**config.mk**
```make
export PLATFORM = sky130hd
export DESIGN_NAME = irq_ctrl
export DESIGN_NICKNAME = d
export VERILOG_FILES = /design/src/rtl/irq_ctrl.sv
export SDC_FILE = /design/constraint.sdc
export NUM_CORES = 1
export LEC_CHECK = 0
export ABC_AREA = 1
export CAP_MARGIN = 20
export CORE_MARGIN = 4
export CORE_UTILIZATION = 50
export CTS_BUF_LIST = sky130_fd_sc_hd__clkbuf_4 sky130_fd_sc_hd__clkbuf_8 sky130_fd_sc_hd__clkbuf_16
export CTS_CLUSTER_DIAMETER = 60
export DETAILED_ROUTE_END_ITERATION = 8
export DONT_BUFFER_PORTS = 1
export PLACE_DENSITY = 0.71
export SLEW_MARGIN = 0
export SYNTH_ARGS = -nofsm -noshare
export SYNTH_HDL_FRONTEND = slang
export SYNTH_SLANG_ARGS = --single-unit
```
**constraint.sdc**
```tcl
create_clock -name clk -period 1.5 [get_ports clk]
set_input_delay 0.225 -clock clk [delete_from_list [all_inputs] [get_ports clk]]
set_output_delay 0.225 -clock clk [all_outputs]
set_load 0.02 [all_outputs]
```
**src/rtl/irq_ctrl.sv**
```systemverilog
// Interrupt controller: timer/sw/ext pending bits, fixed-priority select, single-level trap FSM.
// Build option IRQ_VECTORED_EN: irq_vector = base + 4*cause; otherwise irq_vector = base.
module irq_ctrl #(
    parameter  int unsigned XLEN    = 32,
    localparam int unsigned SRC_W   = 3,
    localparam int unsigned CAUSE_W = 4
) (
    input  logic               clk,
    input  logic               rst,
    input  logic               timer_int,
    input  logic               ext_int,
    input  logic               sw_set,
    input  logic               mie_we,
    input  logic [SRC_W-1:0]   mie_wdata,
    input  logic               gie_we,
    input  logic               gie_wdata,
    input  logic [XLEN-1:0]    mtvec,
    input  logic [XLEN-1:0]    pc_in,
    input  logic               irq_ack,
    input  logic               mret,
    output logic               irq_req,
    output logic [CAUSE_W-1:0] irq_cause,
    output logic [XLEN-1:0]    irq_vector,
    output logic [XLEN-1:0]    epc,
    output logic [SRC_W-1:0]   pending,
    output logic               in_handler
);

    localparam logic [CAUSE_W-1:0] CAUSE_EXT   = CAUSE_W'(11);
    localparam logic [CAUSE_W-1:0] CAUSE_SW    = CAUSE_W'(3);
    localparam logic [CAUSE_W-1:0] CAUSE_TIMER = CAUSE_W'(7);

    typedef enum logic [1:0] {
        S_IDLE    = 2'd0,
        S_REQ     = 2'd1,
        S_HANDLER = 2'd2
    } state_e;

    state_e             state_q, state_d;
    logic               timer_q, timer_d;
    logic               ext_s1_q, ext_s1_d;
    logic               ext_s2_q, ext_s2_d;
    logic [SRC_W-1:0]   pending_q, pending_d;
    logic [SRC_W-1:0]   mask_q, mask_d;
    logic [SRC_W-1:0]   sel_q, sel_d;
    logic               gie_q, gie_d;
    logic               saved_gie_q, saved_gie_d;
    logic [XLEN-1:0]    epc_q, epc_d;
    logic [XLEN-1:0]    vector_q, vector_d;
    logic [CAUSE_W-1:0] cause_q, cause_d;
    logic               req_q, req_d;
    logic               hdl_q, hdl_d;

    logic [SRC_W-1:0]   set_c;
    logic [SRC_W-1:0]   clr_c;
    logic [SRC_W-1:0]   active_c;
    logic [XLEN-1:0]    vec_base_c;
    logic               unused_mtvec_lsb;

    assign vec_base_c       = {mtvec[XLEN-1:2], 2'b00};
    assign unused_mtvec_lsb = ^mtvec[1:0];

    // Next-state: edge detection, pending set/clear, CSR writes, trap FSM
    always_comb begin
        timer_d     = timer_int;
        ext_s1_d    = ext_int;
        ext_s2_d    = ext_s1_q;
        set_c       = {ext_s1_q & ~ext_s2_q, sw_set, timer_int & ~timer_q};
        active_c    = pending_q & mask_q;
        clr_c       = '0;
        state_d     = state_q;
        mask_d      = mie_we ? mie_wdata : mask_q;
        gie_d       = gie_we ? gie_wdata : gie_q;
        saved_gie_d = saved_gie_q;
        epc_d       = epc_q;
        sel_d       = sel_q;
        cause_d     = cause_q;
        vector_d    = vector_q;

        unique case (state_q)
            S_IDLE: begin
                if (gie_q && (active_c != '0)) begin
                    state_d = S_REQ;
                    if (active_c[2]) begin
                        sel_d   = 3'b100;
                        cause_d = CAUSE_EXT;
                    end else if (active_c[1]) begin
                        sel_d   = 3'b010;
                        cause_d = CAUSE_SW;
                    end else begin
                        sel_d   = 3'b001;
                        cause_d = CAUSE_TIMER;
                    end
`ifdef IRQ_VECTORED_EN
                    vector_d = vec_base_c + (XLEN'(cause_d) << 2);
`else
                    vector_d = vec_base_c;
`endif
                end
            end
            S_REQ: begin
                if (irq_ack) begin
                    state_d     = S_HANDLER;
                    epc_d       = pc_in;
                    clr_c       = sel_q;
                    saved_gie_d = gie_q;
                    gie_d       = 1'b0;
                end
            end
            S_HANDLER: begin
                if (mret) begin
                    state_d = S_IDLE;
                    gie_d   = saved_gie_q;
                end
            end
            default: state_d = S_IDLE;
        endcase

        // A coincident set beats the ack clear
        pending_d = (pending_q & ~clr_c) | set_c;
        req_d     = (state_d == S_REQ);
        hdl_d     = (state_d == S_HANDLER);
    end

    always_ff @(posedge clk or negedge rst) begin
        if (!rst) begin
            state_q     <= S_IDLE;
            timer_q     <= 1'b0;
            ext_s1_q    <= 1'b0;
            ext_s2_q    <= 1'b0;
            pending_q   <= '0;
            mask_q      <= '0;
            sel_q       <= '0;
            gie_q       <= 1'b0;
            saved_gie_q <= 1'b0;
            epc_q       <= '0;
            vector_q    <= '0;
            cause_q     <= '0;
            req_q       <= 1'b0;
            hdl_q       <= 1'b0;
        end else begin
            state_q     <= state_d;
            timer_q     <= timer_d;
            ext_s1_q    <= ext_s1_d;
            ext_s2_q    <= ext_s2_d;
            pending_q   <= pending_d;
            mask_q      <= mask_d;
            sel_q       <= sel_d;
            gie_q       <= gie_d;
            saved_gie_q <= saved_gie_d;
            epc_q       <= epc_d;
            vector_q    <= vector_d;
            cause_q     <= cause_d;
            req_q       <= req_d;
            hdl_q       <= hdl_d;
        end
    end

    assign irq_req    = req_q;
    assign irq_cause  = cause_q;
    assign irq_vector = vector_q;
    assign epc        = epc_q;
    assign pending    = pending_q;
    assign in_handler = hdl_q;

endmodule

```
Word-level counts from Yosys, hierarchy flattened. Cells that the tools add are included.

Logic and storage cells: 45. Bits of input ports: 77. Output and inout port bits: 73. Register bits: 84.

Equality and inequality tests: 4. Bitwise logic cells: 8. Reductions and logical operators: 5. Multiplexer cells: 14.

Operators with widths (number): $mux 3 (4); $mux 2 (4); $and 3x3->3 (2); $pmux 2 s3 (1); $eq 2x1->1 const B (2); $eq 2x2->1 const B (2); $mux 4 (1); $reduce_and 2->1 (2); $mux 1 (3); $not 3->3 (1); $or 3x3->3 (1); $reduce_bool 3->1 (1); $and 1x1->1 (2); $logic_not 2->1 (1); $not 1->1 (2); $pmux 1 s2 (1); $logic_and 1x1->1 (1).

Depth between registers and ports, before layout.
Word-level depth: 6. Mapped depth: 9. Gate-level depth less buffers: 9.

Least setup slack after synthesis. Ideal clock, no wire load.

Path kind: flip-flop to flip-flop. From: register state_q[1]. To: register epc_q[10], in the netlist epc[10]. Arrival time: 1.273 ns. Setup slack: 0.102 ns. Data required time: 1.375 ns. Period minus slack after synthesis: 1.398 ns. Path buffers: 1. Stages on the path, launching flop included: 6. Cells stage by stage: dfrtp_1 > inv_1 > ha_1 > nand2_4 > buf_6 > mux2_4.

Cells in the longest elaborated chain, start to end: 2.

RTL lines: from (decl) (RTL line 39) `state_e state_q, state_d;`; from (signal assigned) (RTL line 142) `state_q <= state_d;`; $eq 2x1->1 (RTL line 80) `unique case (state_q)`; $reduce_and 2->1 (no source line); to (signal assigned) (RTL line 151) `epc_q <= epc_d;`; to (decl) (RTL line 48) `logic [XLEN-1:0] epc_q, epc_d;`.

Every way passes these cells. A chain may end at the register's enable or synchronous reset.

Worst setup path after layout.
From: register state_q[0]. To: register epc_q[10], in the netlist epc[10].

The elaborated chain is that of the path after synthesis.

==> run_results.csv <==
group,metric,value,unit
cts,cts_hold_buf,31,
placed_design,routabilityCongestion,0.701,
critical_path,path_class,"flop to flop",
synthesis,synth_edf_count,0,
run_status,outcome,"complete, but fails checks",
critical_path,cp_data_required_time,1.71,ns
synthesis,synth_top_area_share,0.612,
global_routing,grt_most_used_layer,"met2",
placed_design,post-dp-hpwl,4.40,mm
synthesis,syn_area,3310,um^2
cts,cts-root-buf,"clkbuf_8",
route,vias_per_cell,5.00,
critical_path,regToRegStartpoint,"state_q[0]",
die,start_util,0.518,
route,first_pass_iters,4,
critical_path,crit_fanout,20,
placed_design,dp.cells,356,
global_routing,grt_pass1_wl,9.67,mm
cts,cts.sinks,81,
synthesis,synth_cell_types,20,
die,die_w,89.4,um
critical_path,arrival,1.63,ns
synthesis,yosysSeqAreaShare,0.612,
worst_hold_path,hold_path.class,"input port to async pin",
power,p_leak,1.99,nW
sta,hold_viol,81,
run_status,violations,"hold timing",
route,wirelength,6.57,mm
sta,rsz0062_at_grt,"false",
power,p_per_area,2190,nW/um^2
synthesis,synth_common_cells,"107 x nand2_1, 81 x dfrtp_1, 26 x mux2_4",
die,ios,150,
cts,worstSkewPairLatency,0.33,ns
global_routing,grt_usage,0.158,
synthesis,avgSynthCellArea,11.7,um^2
critical_path,critPathLaunchType,"flop",
die,fp-row-count,29,
sta,final.setup.tns,0,ns
finish,drive_above_1_share,0.206,
cts,numCtsBuffers,9,
global_routing,grt_max_degree,82,
cts,cts_tree,"done",
sta,fmax,704,MHz
power,power.total,8.53,mW
route,drtAntennaViolNets,0,
critical_path,crit_start,"state_q[0]",
finish,diodes,0,
global_routing,overflow,0,
placed_design,port_buffers,0,
sta,timing.final.crit_period,1.42,ns
global_routing,antenna_found_initial,1,
sta,setup_viol,0,
synthesis,synth_area_leaders,"dfrtp_1 61%, nand2_1 12%, mux2_4 12%, mux2_2 3.1%, buf_6 2.0%",
finish,fin_nets,402,
cts,h-tree-depth,3,
global_routing,grt_util_met3,0.0700,
global_routing,use_met2,0.250,
finish,post-route-util,0.609,
synthesis,async_flop_share,1.00,
finish,area_growth,17.5,%
cts,clk_pin_slew,0.08,ns
synthesis,ys_ff_latch,81,
critical_path,critPathCaptureType,"flop",
route,drcViolationCount,0,
route,via_count,2017,
die,die_h,89.4,um
global_routing,grt_pass1_vias,2079,
synthesis,synth.most_common_cell,"nand2_1",
global_routing,grtUsageMet1,0.192,
synthesis,synth_top_cell_by_area,"dfrtp_1",
synthesis,syn_inst,284,
sta,drv_slew,0,
route,drt_iter0_drc,75,
cts,cts_buffer_depth,2,
finish,final_cells,403,
sta,skew,0.0104,ns
die,coreArea,6390,um^2
power,ir_drop,1.24,mV
synthesis,synth_top_flop_cell,"dfrtp_1",
die,dieArea,7990,um^2
cts,cts_setup_buffers,0,
sta,whs,-0.415,ns
flow_run,cap_violations,0,
synthesis,yosys_warnings,0,
route,wl_per_cell,16.3,um
sta,fin_crit_sh,0.947,
## per-layer routing
layer	wire (um)	vias up
met5	19	-
met4	45	2
met3	780	8
met2	3010	99
met1	2720	951
li1	-	957
## where the power goes
group / leakage [nW] / internal, mW / switching (mW)
sequential: 0.973 / 3.14 / 1.77
clock: 0.0987 / 0.828 / 0.737
combinational: 0.918 / 1.11 / 0.942
total: 1.99 / 5.08 / 3.45
## final timing paths
kind	endpoint	slack (ns)	cells past startpoint
max reg2reg	epc[10]	0.08	4
min in group clk	irq_vector[6]	0.02	2
max in group asynchronous	epc[6]	1.79	0
min	irq_vector[29]	-0.42	0
min reg2reg	ext_s2_q	0.38	0
max	epc[10]	0.08	4
## worst max-delay path, stage by stage (launching register included)
cell and delay [ns]:
dfrtp_1 0.41, ha_2 0.22, nand2_4 0.13, buf_12 0.21, mux2_4 0.32
## state kept, by name (all words and copies together), names as in the netlist, 2 cells and up
name and cells:
state_q 2, irq_vector 30, pending 3, mask_q 3, sel_q 3, epc 32
## cells by family after synthesis
| kind of cell | synth area share |
|---|---|
| compound gates | 0.0204 |
| fa+ha+maj | 0.0151 |
| buf+inv | 0.0552 |
| flops | 0.612 |
| mux | 0.149 |
| other cells | 0.00113 |
| simple gates | 0.147 |
## area by class of cell
cell class / instances / area (um^2)
Fill cell: 503 / 2490
Sequential cell: 81 / 2030
Multi-Input combinational cell: 174 / 1110
Timing Repair Buffer: 39 / 390
Clock buffer: 11 / 145
Tap cell: 77 / 96.3
Inverter: 16 / 67.6
Clock inverter: 5 / 55.1
## metrics by stage
stage | cell area, um^2 | hold WS, ns | setup slack [ns]
after floorplan | 3310 | -0.0706 | 0.102
after global placement | 3360 | -0.0689 | 0.0535
after detailed placement | 3360 | -0.0687 | 0.0279
after CTS | 3870 | -0.444 | 0.0138
after global routing | 3890 | -0.457 | 0.0103
final | 3890 | -0.415 | 0.0798
## layout by cell type (no fill, tap or decap), types with 2 or more instances in the layout
cell type      instances
o21ai_0               11
buf_6                  2
inv_1                 15
nand3_1                4
ha_1                   2
mux2_4                26
ha_2                   2
dlygate4sd3_1         31
clkbuf_8              10
clkinv_2               2
clkinvlp_4             2
nor2_1                 4
mux2_2                 9
dfrtp_1               81
nand2_1              107
conb_1                 2
buf_4                  5
## timing repair
| action | in CTS | in global routing |
|---|---|---|
| hold endpoints to repair | 112 | 81 |
| endpoints found under the setup margin | 0 | 52 |
| gates resized for setup | 0 | 7 |
Note: power is estimated with default switching activity, not from simulation.
